--- src/rtl/uart_tx_arbiter.sv ---
// uart_tx_arbiter: shares one single-byte UART transmit engine between NUM_REQ
// byte sources. Round-robin grants with per-source packet locking, and sequencing
// of the engine's pulse-request / ready handshake.
// Optional watchdog on the engine handshake: define UART_ARB_WDOG_EN.
module uart_tx_arbiter #(
  parameter int unsigned NUM_REQ     = 4,
  parameter int unsigned ID_W        = 2,
  parameter int unsigned WDOG_CYCLES = 64
) (
  input  logic                 clk,
  input  logic                 reset_n,
  input  logic [NUM_REQ-1:0]   req_valid,
  input  logic [8*NUM_REQ-1:0] req_data,
  input  logic [NUM_REQ-1:0]   req_last,
  output logic [NUM_REQ-1:0]   req_ready,
  output logic [ID_W-1:0]      grant_id,
  output logic                 busy,
  output logic [7:0]           eng_data_in,
  output logic                 eng_transfer_req,
  input  logic                 eng_transfer_ready,
  output logic                 wdog_err
);

  localparam int unsigned IdxW = (NUM_REQ > 1) ? $clog2(NUM_REQ) : 1;

  // Reject parameter combinations the datapath cannot represent.
  if (NUM_REQ < 2 || NUM_REQ > 8 || ID_W < IdxW || WDOG_CYCLES < 2) begin : g_bad_params
    $error("uart_tx_arbiter: illegal parameter combination");
  end

  typedef enum logic [1:0] {StIdle, StIssue, StWaitLow, StWaitHigh} state_e;

  state_e             state_q, state_d;
  logic [IdxW-1:0]    rr_q, rr_d;
  logic [IdxW-1:0]    lock_id_q, lock_id_d;
  logic               lock_q, lock_d;
  logic [NUM_REQ-1:0] ready_q, ready_d;
  logic [ID_W-1:0]    grant_q, grant_d;
  logic [7:0]         data_q, data_d;
  logic               xfer_q, xfer_d;
  logic               busy_q, busy_d;

  logic [IdxW-1:0]    win_idx;
  logic               win_found;
  int unsigned        cand;

`ifdef UART_ARB_WDOG_EN
  localparam int unsigned CntW = $clog2(WDOG_CYCLES + 1);
  logic [CntW-1:0] cnt_q, cnt_d;
  logic            wdog_err_q, wdog_err_d;
  logic            wdog_hit;

  // Counter would reach the limit on this edge.
  assign wdog_hit = (cnt_q == CntW'(WDOG_CYCLES - 1));
`endif

  // Winner search: first eligible valid source from the rr pointer upward, wrapping.
  always_comb begin
    win_found = 1'b0;
    win_idx   = '0;
    cand      = 0;
    for (int unsigned k = 0; k < NUM_REQ; k++) begin
      cand = 32'(rr_q) + k;
      if (cand >= NUM_REQ) cand = cand - NUM_REQ;
      if (!win_found && req_valid[IdxW'(cand)] && (!lock_q || IdxW'(cand) == lock_id_q)) begin
        win_found = 1'b1;
        win_idx   = IdxW'(cand);
      end
    end
  end

  // Next-state and registered-output logic.
  always_comb begin
    state_d   = state_q;
    rr_d      = rr_q;
    lock_d    = lock_q;
    lock_id_d = lock_id_q;
    grant_d   = grant_q;
    data_d    = data_q;
    xfer_d    = 1'b0;
    ready_d   = '0;
`ifdef UART_ARB_WDOG_EN
    wdog_err_d = wdog_err_q;
    cnt_d      = cnt_q;
`endif

    unique case (state_q)
      StIdle: begin
        if (eng_transfer_ready && win_found) begin
          data_d           = req_data[{win_idx, 3'b000} +: 8];
          xfer_d           = 1'b1;
          ready_d[win_idx] = 1'b1;
          grant_d          = ID_W'(win_idx);
          rr_d             = (win_idx == IdxW'(NUM_REQ - 1)) ? '0 : win_idx + IdxW'(1);
          lock_d           = ~req_last[win_idx];
          lock_id_d        = win_idx;
          state_d          = StIssue;
        end
      end
      StIssue:    state_d = StWaitLow;
      StWaitLow:  if (!eng_transfer_ready) state_d = StWaitHigh;
      StWaitHigh: if (eng_transfer_ready) state_d = StIdle;
      default:    state_d = StIdle;
    endcase

`ifdef UART_ARB_WDOG_EN
    // Counts cycles spent in the current wait state; restarts on every wait-state change.
    if (state_q == StWaitLow || state_q == StWaitHigh) begin
      if (state_d != state_q) begin
        cnt_d = '0;
      end else if (wdog_hit) begin
        state_d    = StIdle;
        lock_d     = 1'b0;
        wdog_err_d = 1'b1;
        cnt_d      = '0;
      end else begin
        cnt_d = cnt_q + CntW'(1);
      end
    end else begin
      cnt_d = '0;
    end
`endif

    busy_d = (state_d != StIdle);
  end

  // State and output registers.
  always_ff @(posedge clk or negedge reset_n) begin
    if (!reset_n) begin
      state_q   <= StIdle;
      rr_q      <= '0;
      lock_q    <= 1'b0;
      lock_id_q <= '0;
      ready_q   <= '0;
      grant_q   <= '0;
      data_q    <= '0;
      xfer_q    <= 1'b0;
      busy_q    <= 1'b0;
`ifdef UART_ARB_WDOG_EN
      cnt_q      <= '0;
      wdog_err_q <= 1'b0;
`endif
    end else begin
      state_q   <= state_d;
      rr_q      <= rr_d;
      lock_q    <= lock_d;
      lock_id_q <= lock_id_d;
      ready_q   <= ready_d;
      grant_q   <= grant_d;
      data_q    <= data_d;
      xfer_q    <= xfer_d;
      busy_q    <= busy_d;
`ifdef UART_ARB_WDOG_EN
      cnt_q      <= cnt_d;
      wdog_err_q <= wdog_err_d;
`endif
    end
  end

  assign req_ready        = ready_q;
  assign grant_id         = grant_q;
  assign busy             = busy_q;
  assign eng_data_in      = data_q;
  assign eng_transfer_req = xfer_q;
`ifdef UART_ARB_WDOG_EN
  assign wdog_err = wdog_err_q;
`else
  assign wdog_err = 1'b0;
`endif

endmodule

--- config.mk ---
export PLATFORM = sky130hd
export DESIGN_NAME = uart_tx_arbiter
export DESIGN_NICKNAME = d
export VERILOG_FILES = /design/src/rtl/uart_tx_arbiter.sv
export SDC_FILE = /design/constraint.sdc
export NUM_CORES = 1
export LEC_CHECK = 0
export CAP_MARGIN = 40
export CORE_MARGIN = 3
export CORE_UTILIZATION = 43
export CTS_CLUSTER_SIZE = 8
export DETAILED_ROUTE_END_ITERATION = 10
export PLACE_DENSITY = 0.77
export SLEW_MARGIN = 20
export SYNTH_ARGS = -nofsm -noshare
export SYNTH_HDL_FRONTEND = slang
export SYNTH_SLANG_ARGS = --single-unit
--- constraint.sdc ---
create_clock -name clk -period 2.1 [get_ports clk]
set_input_delay 0.315 -clock clk [delete_from_list [all_inputs] [get_ports clk]]
set_output_delay 0.315 -clock clk [all_outputs]
set_load 0.05 [all_outputs]
# Word level (Yosys, flattened, before mapping)

Index checks and enable logic that the tools add are counted.

Add/sub/neg operators: 8
Order comparisons: 10
Eq/ne operators: 8
Shifts and indexed selects: 1
Multiplexer cells: 33
Bitwise logic cells: 1
Reduce and logical (&&, ||, !) cells: 20

Operator list:

| cell                                                                                | number |
|---|---|
| 32-bit by 6-bit variable part select with 8-bit output                              | 1 |
| 2-bit 2-to-1 mux                                                                    | 12 |
| 2-bit by 3-bit less-than comparator with 1-bit output, second input constant        | 5 |
| 1-bit 2-to-1 mux                                                                    | 12 |
| 1-bit binary-select mux with 2-bit select                                           | 5 |
| 3-bit greater-or-equal comparator, second input constant                            | 3 |
| 1-bit logical AND                                                                   | 9 |
| 2-bit == test                                                                       | 4 |
| 4-bit 2-to-1 mux                                                                    | 2 |
| 2-bit one-hot mux with 4 select lines                                               | 1 |
| 2-bit by 1-bit subtractor with 2-bit output, second input constant                  | 4 |
| 2-bit by 2-bit adder with 3-bit output, second input constant                       | 2 |
| 2-bit == test, second input constant                                                | 3 |
| 1-bit zero test                                                                     | 4 |
| 1-bit logical OR                                                                    | 4 |
| 2-bit by 1-bit adder with 3-bit output, second input constant                       | 1 |
| 2-bit by 3-bit greater-or-equal comparator with 1-bit output, second input constant | 1 |
| 2-bit by 1-bit adder with 2-bit output, second input constant                       | 1 |
| 1-bit demux with 2-bit select                                                       | 1 |
| 2-bit by 1-bit == test with 1-bit output, second input constant                     | 1 |
| 2-bit by 1-bit greater-or-equal comparator with 1-bit output, second input constant | 1 |
| 2-bit zero test                                                                     | 1 |
| 2-bit AND reduction                                                                 | 1 |
| 2-bit nonzero test                                                                  | 1 |
| 1-bit NOT                                                                           | 1 |

Register bits after elaboration: 21
Input port bits: 43
Output and inout bits: 17
Word-level logic and storage cells: 89

# Longest topological paths before layout

Gate-level depths: netlist (run 1).

Depth after elaboration: 24
Depth in mapped cells: 12

# Worst setup path after synthesis (run 1)

Ideal clock, no wire load.

Path kind: register to register
Start: register, netlist name grant_id[0]
End: register rr_q[1]
Setup time: 0.136 ns
Arrival: 2.521 ns
Required time: 1.964 ns
Setup slack: -0.557 ns
Stages on the path, launching flop included: 13
Cell sequence: dfrtp_1 > buf_6 > nand2b_4 > a21oi_2 > a311oi_4 > a21oi_2 > buf_6 > mux2i_4 > nor2_2 > inv_2 > ha_1 > nand2_1 > o21ai_0

RTL lines:

| element              | RTL line | text |
|---|---|---|
| to (signal assigned) | 145      | `rr_q <= rr_d;` |
| to (decl)            | 34       | `logic [IdxW-1:0] rr_q, rr_d;` |

==> run metrics, run 1 <==
Most used DFF post-synth=dfrtp_1; Reg clk slew, reported paths=0.08 ns; Die X=74.3 um; final WL=between 6000 and 7000 um; worst min path class=in2async; Sequential Power Share=13.2%; gr ovfl total=0; CTS tree=built; Initial Utilization=45.4%; Synth Net Count=260; final hold vios=0; worst skew pair latency=0.26 ns; crit path from=grant_id[0]; Final period util=115%; DR vias/cell=5.86; top post-synthesis cells by count=nand3_1, dfrtp_1, nor2_1; Psw=2990 uW; Die Y=74.3 um; Period minus WS final=2.41 ns; CTS sink count=21; Port Buffers=just under 60; routed wl met2=3340 um; vias=2163; combinational power share=82.1%; Hold Buf Count CTS=0; Post-DP HPWL=4600 um; synth top area cells=dfrtp_1, nand3_1, a2111oi_2; H-tree depth=1; filler instances=326; final setup fails=20; vias in the first global route=2160; Sw Share=51.2%; layout cells sized above 1=41.0%; run status=finished, violations left; Area after DPL=2870 sq um; cell area after layout=approximately 3300 sq um; CTS Root Cell=clkbuf_8; std cell rows=24; Post-Synthesis Cells=around 220; area leader, netlist=dfrtp_1; top cell type's share of synthesized area=between 20% and 30%; placed cells=353; nets=362; Distinct cells, synth=63; die area=5510 sq um; Leak=0.00127 uW; Final TNS setup=-3.86 ns; worst slack at placement=-0.597 ns; Worst Path Required=around 2.2 ns; routability cong.=0.828; Slew @ Worst Pin=approximately 0.5 ns; PD cells=1790 nW/um^2; met1 wire length=2930 um; kind of critical path=reg2reg; number of flops mapped to enable cells by yosys=0; Int Pwr=2840 uW; first-pass GRT wire length=10100 um; Async SR Flop Fraction=100%; clk_skew=between 0.001 and 0.0015 ns; DRT Pass-1 Iters=4; Fmax=roughly 0.42 GHz; largest net degree at the start of global routing=22; Ports=60; reg2reg start=grant_id[0]; area grow syn2layout=62.6%; post-route ant nets=0; DRC=0; clk buf depth=2; top layer in use=met4; Max VDD drop=0.000982 V; sequential area share after synthesis=26.2%; CP max FO=9; Diodes inserted=0; RSZ-0062 raised after global routing=true; clock share of power=4.6%; CP Capture Type=flop; relative max-transition margin=around two thirds; Final Slew Violations=0; mean routed wirelength per cell=18.1 um; hold slack=0.421 ns; WL met3=between 200 and 300 um; Max Cap Viol=0; Yosys warning count=0; Overall Global Routing Usage=a little under a quarter; Initial DRC Count=roughly 140; initial antenna violation count=0; Worst Setup Start Kind=flop; failing checks=setup timing; top-count cell post-synth=nand3_1; fin cells=369; syn avg cell area=9.27 sq um; Num CTS Buffers=3; Post-Syn Area=2000 sq um; Data arrival, critical path=2.53 ns; Setup WS post-layout=-0.308 ns; Yosys reg bits=21; core area=between 4000 and 5000 sq um
==> cell type report <==
type,instances,area (sq um),area share [%]
Clock buffer,3,41.3,1.27
Tap cell,52,65.1,2.00
Sequential cell,21,532,16.3
Inverter,7,28.8,0.884
Timing Repair Buffer,116,1070,32.8
Clock inverter,1,7.51,0.231
Multi-Input combinational cell,169,1510,46.5
==> metrics by stage <==
stage               util [%]  total power (uW)
global placement        65.1              4560
finish                  73.8              5830
CTS                     70.0              5280
floorplan                  -              3420
detailed placement      65.1              4640
global route            73.8              6180
==> worst paths after layout <==
path,end,slack [ns],depth (start not counted)
setup / recovery,eng_data_in[4],-0.31,8
hold / removal,eng_data_in[5],0.42,2
setup reg to reg,eng_data_in[4],-0.31,8
hold reg to reg,eng_data_in[3],0.58,2
max in group asynchronous,rr_q[0],1.44,2
min in group clk,eng_data_in[3],0.58,2
==> timing repair <==
item / in CTS / in global routing
pin swaps: 6 / 2
buffers inserted: 4 / 8
gates cloned: 0 / 0
gates resized for setup: 33 / 18
endpoints found under the setup margin: 19 / 20
==> critical path: stages, from the launching register on <==
cell       delay (ns)
dfrtp_2          0.46
nand2b_4         0.17
a21bo_4          0.23
o41ai_4          0.29
o221ai_2         0.18
a211oi_4         0.30
inv_4            0.16
a2111oi_2        0.41
a311oi_1         0.08
==> cells in the final DEF, fill, tap and decap left out, types with 4 or more instances in the layout <==
master           netlist  layout
dfrtp_2                0       5
nand2_1               10       6
a2111oi_4              1       5
a311oi_1               7       7
nor2_1                16      15
inv_2                  4       5
a211o_2                7       7
buf_6                  6       9
buf_4                  2      47
o21ai_2                1       4
o21ai_1                9      10
o211ai_1               9       9
dfrtp_1               21      16
clkdlybuf4s50_1        0      54
nand2_2                1       4
and2_1                 9       8
nand3_1               37      37
==> sequential cells by signal, indices dropped and copies added, names as in the netlist <==
signal,count
eng_data_in,8
grant_id,2
rr_q,2
eng_transfer_req,1
req_ready,4
busy,1
lock_q,1
state_q,2
==> power by group through the flow <==
stage	sequential [uW]	combinational (uW)	clock, uW
CTS	749	4260	270
floorplan	1080	2330	0
detailed placement	752	3880	0
finish	773	4790	271
global placement	751	3810	0
global route	789	5100	291
==> layer usage <==
metal / global-route usage, % / up-vias
met3: 1.49 / 9
met1: 33.1 / 1057
met4: 6.52 / 0
met5: 0 / -
li1: - / 1024
met2: 39.4 / 73
==> logic make-up after synthesis <==
logic type                 Yosys count  synth area share (%)
AOI/OAI and AO/OA                   73                  37.4
buffers and inverters               26                  8.31
muxes                                4                  2.87
and+or+nand+nor                     88                  23.5
other                                1                 0.187
DFF                                 21                  26.2
xor gates and xnor gates             2                 0.875
adders and majority gates            1                 0.625
No activity file was read; power rests on OpenSTA's default activity.
==> inputs of run 2 (changes only) <==
--- a/config.mk
+++ b/config.mk
@@ -6,11 +6,13 @@
 export NUM_CORES = 1
 export LEC_CHECK = 0
 export CAP_MARGIN = 40
+export CELL_PAD_IN_SITES_DETAIL_PLACEMENT = 0
+export CELL_PAD_IN_SITES_GLOBAL_PLACEMENT = 1
 export CORE_MARGIN = 3
-export CORE_UTILIZATION = 43
+export CORE_UTILIZATION = 32
 export CTS_CLUSTER_SIZE = 8
 export DETAILED_ROUTE_END_ITERATION = 10
-export PLACE_DENSITY = 0.77
+export PLACE_DENSITY_LB_ADDON = 0.1
 export SLEW_MARGIN = 20
 export SYNTH_ARGS = -nofsm -noshare
 export SYNTH_HDL_FRONTEND = slang
==> constraint.sdc (replaced) <==
create_clock -name clk -period 2.1 [get_ports clk]
set_input_delay 0.21 -clock clk [delete_from_list [all_inputs] [get_ports clk]]
set_output_delay 0.21 -clock clk [all_outputs]
set_load 0.05 [all_outputs]
==> run 2 against run 1 <==
Net effect: the run still ends with setup timing left; critical path depth grew 1; first-iteration DRC count down 60%; utilization fell by 17 points; combinational power up 3%; count of clock-buffer cells in the layout stayed put; worst setup slack improved by 0.11 ns; via count down 3.7%; final area rose by 3.8%.
==> run metrics, run 2 (synthesis gave the netlist of run 1 again) <==
run status=finished, violations left; failing checks=setup timing; core area=5990 sq um; final setup fails=19; largest net degree at the start of global routing=22; Period minus WS final=approximately 2.3 ns; relative max-transition margin=65.6%; max reg flops=8; flop2flop setup slack=-0.20 ns; Num CTS Buffers=3; filler instances=545; Leak=approximately 0.0013 uW; CTS Root Cell=clkbuf_8; CP max FO=7; mean routed wirelength per cell=16.6 um; clk_skew=approximately 0.0020 ns; Final TNS setup=-2.47 ns; H-tree depth=1; Port Buffers=58; Worst Path Required=2.23 ns; crit-path leading delay family=compound AO/OA/AOI/OAI gates; Post-DP HPWL=4750 um; commonest non-fill, non-tap cell in the layout=clkdlybuf4s50_1; Diodes inserted=0; final WL=6530 um; crit path from=grant_id[1]; Max VDD drop=0.000900 V; critical path's slowest cell=dfrtp_2; reg2reg start=grant_id[1]; Initial Utilization=33.4%; worst slack at placement=-0.541 ns; first-pass GRT wire length=10800 um; Crit path buffers/inverters=2; vias in the first global route=about 2200; critical-path cell list=nand2b_4 > buf_4 > a21oi_4 > a311oi_4 > a21oi_2 > buf_6 > mux2_4 > a2111oi_4 > a311oi_1; worst min path class=in2async; Overall Global Routing Usage=between 10% and 20%; std cell rows=28; post-route ant nets=0; area grow syn2layout=68.8%; layout cells sized above 1=41.7%; Slew @ Worst Pin=0.515 ns; die area=7250 sq um; RSZ-0062 raised after global routing=true; Reg clk slew, reported paths=0.08 ns; Critical Path End=eng_data_in[2]; Final period util=109%; gr ovfl total=0; Die X=about 85 um; Die Y=about 85 um; Data arrival, critical path=2.43 ns; Worst Setup Start Kind=flop; CP Capture Type=flop; CTS sink count=21; PD cells=1760 nW/um^2; nets=364; CTS tree=built; DRC=0; commonest cells after routing, fill and taps aside=clkdlybuf4s50_1, buf_4, nand3_1; Ports=60; worst skew pair latency=0.26 ns; Worst R2R Path Depth=9; Final Slew Violations=0; Crit. path cell count=9; DRT Pass-1 Iters=4; initial antenna violation count=0; Crit path largest cell delay=approximately 0.5 ns; kind of critical path=reg2reg; Reg2Reg Capture Point=eng_data_in[2]; Initial DRC Count=54; Fmax=0.435 GHz; clk buf depth=2; vias=2084; Setup WS post-layout=-0.199 ns; routability cong.=0.827; final hold vios=0; DR vias/cell=5.29; Max Cap Viol=0
run 2: cell types whose count changed in the layout (fill, tap and decap cells not counted), moves of 3 or more:
cell	delta
a2111oi_2	-3
dlygate4sd2_1	-3
clkdlybuf4s50_1	+4
nor2_1	-3
a2111oi_4	+3
nor2_4	+3
run 2: what timing repair did:
item / CTS / global route
cloned: 1 / 0
hold buffers: 0 / 0
setup buffers: 11 / 1
resized for setup: 39 / 24
endpoints found under the setup margin: 20 / 20
pin swaps: 6 / 5
run 2: how the worst min path moves through the flow:
stage | slack (ns) | depth (start not counted) | end
2_1_floorplan | -0.09 | 0 | busy
3_3_place_gp | 0.53 | 2 | state_q[0]
3_5_place_dp | 0.55 | 2 | state_q[0]
4_1_cts | 0.30 | 2 | eng_data_in[3]
5_1_grt | 0.30 | 2 | eng_data_in[3]
6_report | 0.29 | 2 | eng_data_in[3]
run 2: report_power, final:
| part | total, uW | switching [uW] | leakage, uW | internal, uW |
|---|---|---|---|---|
| clock | 264 | 132 | 0.0000255 | 132 |
| sequential | 722 | 144 | 0.000247 | 578 |
| combinational | 4950 | 2750 | 0.000999 | 2200 |
| total | 5940 | 3030 | 0.00127 | 2910 |
run 2: through the flow:
step | hold WS (ns) | instances | util [%] | instance area (sq um) | total power, uW
after floorplan | -0.0856 | 216 | - | 2030 | 3420
after CTS | 0.302 | 393 | 53.6 | 3210 | 5600
after global routing | 0.305 | 394 | 56.4 | 3380 | 6350
after global placement | 0.530 | 378 | 48.7 | 2920 | 4730
after detailed placement | 0.552 | 378 | 48.7 | 2920 | 4740
final | 0.287 | 394 | 56.4 | 3380 | 5940
run 2: metal layers:
| layer | routed length [um] | GRT usage (%) |
|---|---|---|
| met5 | 0 | 0 |
| met4 | 97 | 4.75 |
| met3 | 236 | 1.84 |
| met2 | 3000 | 28.1 |
| met1 | 3200 | 27.0 |
run 2: worst register-to-register path, delay by kind of cell, from the launching register on:
family | cells | cell delay (ns)
buffers and inverters | 2 | 0.27
AO/OA/AOI/OAI | 5 | 0.92
AND/OR/NAND/NOR | 1 | 0.10
multiplexers | 1 | 0.40
flip-flops | 1 | 0.49
run 2: area by class of cell:
class / instances / area, sq um / share of cell area, %
Clock buffer: 3 / 41.3 / 1.22
Clock inverter: 1 / 5.00 / 0.148
Inverter: 7 / 36.3 / 1.07
Multi-Input combinational cell: 170 / 1590 / 47.1
Sequential cell: 21 / 531 / 15.7
Tap cell: 75 / 93.8 / 2.78
Timing Repair Buffer: 117 / 1080 / 32.0
==> inputs of run 3 (changes only) <==
--- a/config.mk
+++ b/config.mk
@@ -8,6 +8,7 @@
 export CAP_MARGIN = 40
 export CELL_PAD_IN_SITES_DETAIL_PLACEMENT = 0
 export CELL_PAD_IN_SITES_GLOBAL_PLACEMENT = 1
+export CORE_ASPECT_RATIO = 1.4
 export CORE_MARGIN = 3
 export CORE_UTILIZATION = 32
 export CTS_CLUSTER_SIZE = 8
==> run 3 against run 2 <==
Net effect: the flow still finishes with violations (setup timing); sequential power rose by 3.2%; count of clock-buffer cells in the layout did not move; worst hold slack lost 0.0028 ns; register-to-register slack worse by 0.05 ns; first-iteration DRC count rose by 83%; combinational power is 3% lower; sequential share of layout area rose by 0.11 points; sequential cell count unchanged; routed wire length increased by 0.75%; worst setup slack lost 0.052 ns; largest cell class unchanged; highest routed layer unchanged.
==> run metrics, run 3 (synthesis gave the netlist of run 1 again) <==
Slew @ Worst Pin=around 0.51 ns; Ports=60; largest net degree at the start of global routing=22; DRT Pass-1 Iters=4; H-tree depth=1; kind of critical path=reg2reg; Die X=72.9 um; Initial Utilization=between 30% and 40%; Data arrival, critical path=2.47 ns; post-route ant nets=0; max reg flops=8; worst skew pair latency=about 0.26 ns; PD cells=around 1700 nW/um^2; routability cong.=roughly 0.80; vias in the first global route=2260; Max VDD drop=0.000943 V; RSZ-0062 raised after global routing=true; gr ovfl total=0; Diodes inserted=0; Fmax=roughly 0.43 GHz; Leak=0.00131 uW; reg2reg start=grant_id[0]; worst min path class=in2async; final setup fails=18; CTS tree=built; crit path from=grant_id[0]; vias=2101; Port Buffers=58; Overall Global Routing Usage=18.7%; Worst Setup Start Kind=flop; die area=7260 sq um; Worst Path Required=2.22 ns; Initial DRC Count=approximately 100; final WL=6580 um; std cell rows=33; failing checks=setup timing; filler instances=570; CTS sink count=21; commonest cells after routing, fill and taps aside=clkdlybuf4s50_1, buf_4, nand3_1; nets=between 300 and 400; Reg clk slew, reported paths=0.08 ns; Period minus WS final=2.35 ns; Post-DP HPWL=4780 um; CP Capture Type=flop; initial antenna violation count=0; fin cells=395; Setup WS post-layout=-0.252 ns; area grow syn2layout=67.6%; placed cells=approximately 370; commonest non-fill, non-tap cell in the layout=clkdlybuf4s50_1; CTS Root Cell=clkbuf_8; Max Cap Viol=0; Num CTS Buffers=3; Final Slew Violations=0; layout cells sized above 1=42.8%; clk_skew=~0.0018 ns; relative max-transition margin=65.9%; CP max FO=7; final hold vios=0; run status=finished, violations left; fin util=56.5%; clk buf depth=2; flop2flop setup slack=-0.25 ns; Die Y=~100 um; DR vias/cell=5.32; Final period util=112%; mean routed wirelength per cell=16.7 um; core area=5950 sq um; DRC=0; first-pass GRT wire length=10900 um
==> run 3: changes by cell type in the layout (fill, tap and decap cells not counted), sizes merged <==
cell,change
dlymetal6s2s,+1
clkdlybuf4s50,-2
clkinvlp,+1
dlygate4sd2,+1
clkbuf,+1
buf,+5
clkinv,-1
==> run 3: metal layers <==
metal | share of wire, % | up-vias | track usage, %
li1 | - | 1042 | -
met1 | 43 | 993 | 24.3
met2 | 51 | 56 | 31.6
met3 | 4.4 | 10 | 2.43
met4 | 1.4 | 0 | 5.97
met5 | 0 | - | 0
==> run 3: power by group <==
part | switching [uW] | internal (uW)
logic | 2620 | 2200
registers | 166 | 579
clock network | 139 | 134
==> run 3: through the flow <==
| step | hold WS [ns] | setup WS (ns) | TNS (ns) | power, uW | cell area (sq um) |
|---|---|---|---|---|---|
| detailed placement | 0.549 | -0.499 | -6.62 | 4780 | 2930 |
| CTS | 0.292 | -0.265 | -2.61 | 5650 | 3250 |
| global route | 0.317 | -0.374 | -4.83 | 6270 | 3360 |
| global placement | 0.526 | -0.477 | -6.32 | 4770 | 2930 |
| finish | 0.284 | -0.252 | -2.39 | 5840 | 3360 |
| floorplan | -0.0856 | -0.424 | -5.47 | 3420 | 2030 |
==> run 3: area by class of cell <==
type                            instances  area (sq um)  area share (%)
Tap cell                               70          87.6            2.61
Clock inverter                          1          7.51           0.224
Multi-Input combinational cell        170          1490            44.4
Inverter                                7          33.8            1.01
Timing Repair Buffer                  123          1170            34.7
Sequential cell                        21           531            15.8
Clock buffer                            3          41.3            1.23
==> run 3: worst paths after layout <==
kind                                  endpoint  depth (start not counted)
max in group asynchronous              rr_q[0]                          2
worst min-delay path            eng_data_in[4]                          2
worst min register to register  eng_data_in[3]                          2
worst max register to register  eng_data_in[4]                          9
worst max-delay path            eng_data_in[4]                          9
min in group clk                eng_data_in[3]                          3
==> run 3: timing repair <==
action | 4_1_cts | 5_1_grt
hold buffers | 0 | 0
endpoints found under the setup margin | 17 | 21
setup buffers | 13 | 3
resized for setup | 38 | 17
pin swaps | 9 | 6
cloned | 1 | 1
==> run 3: worst max-delay path: stages (launching register included) <==
cell	delay, ns
dfrtp_2	0.44
buf_4	0.15
and2_4	0.13
o211ai_2	0.19
nor3b_4	0.24
a21oi_2	0.05
buf_6	0.16
mux2_4	0.39
a2111oi_2	0.37
a311oi_1	0.09
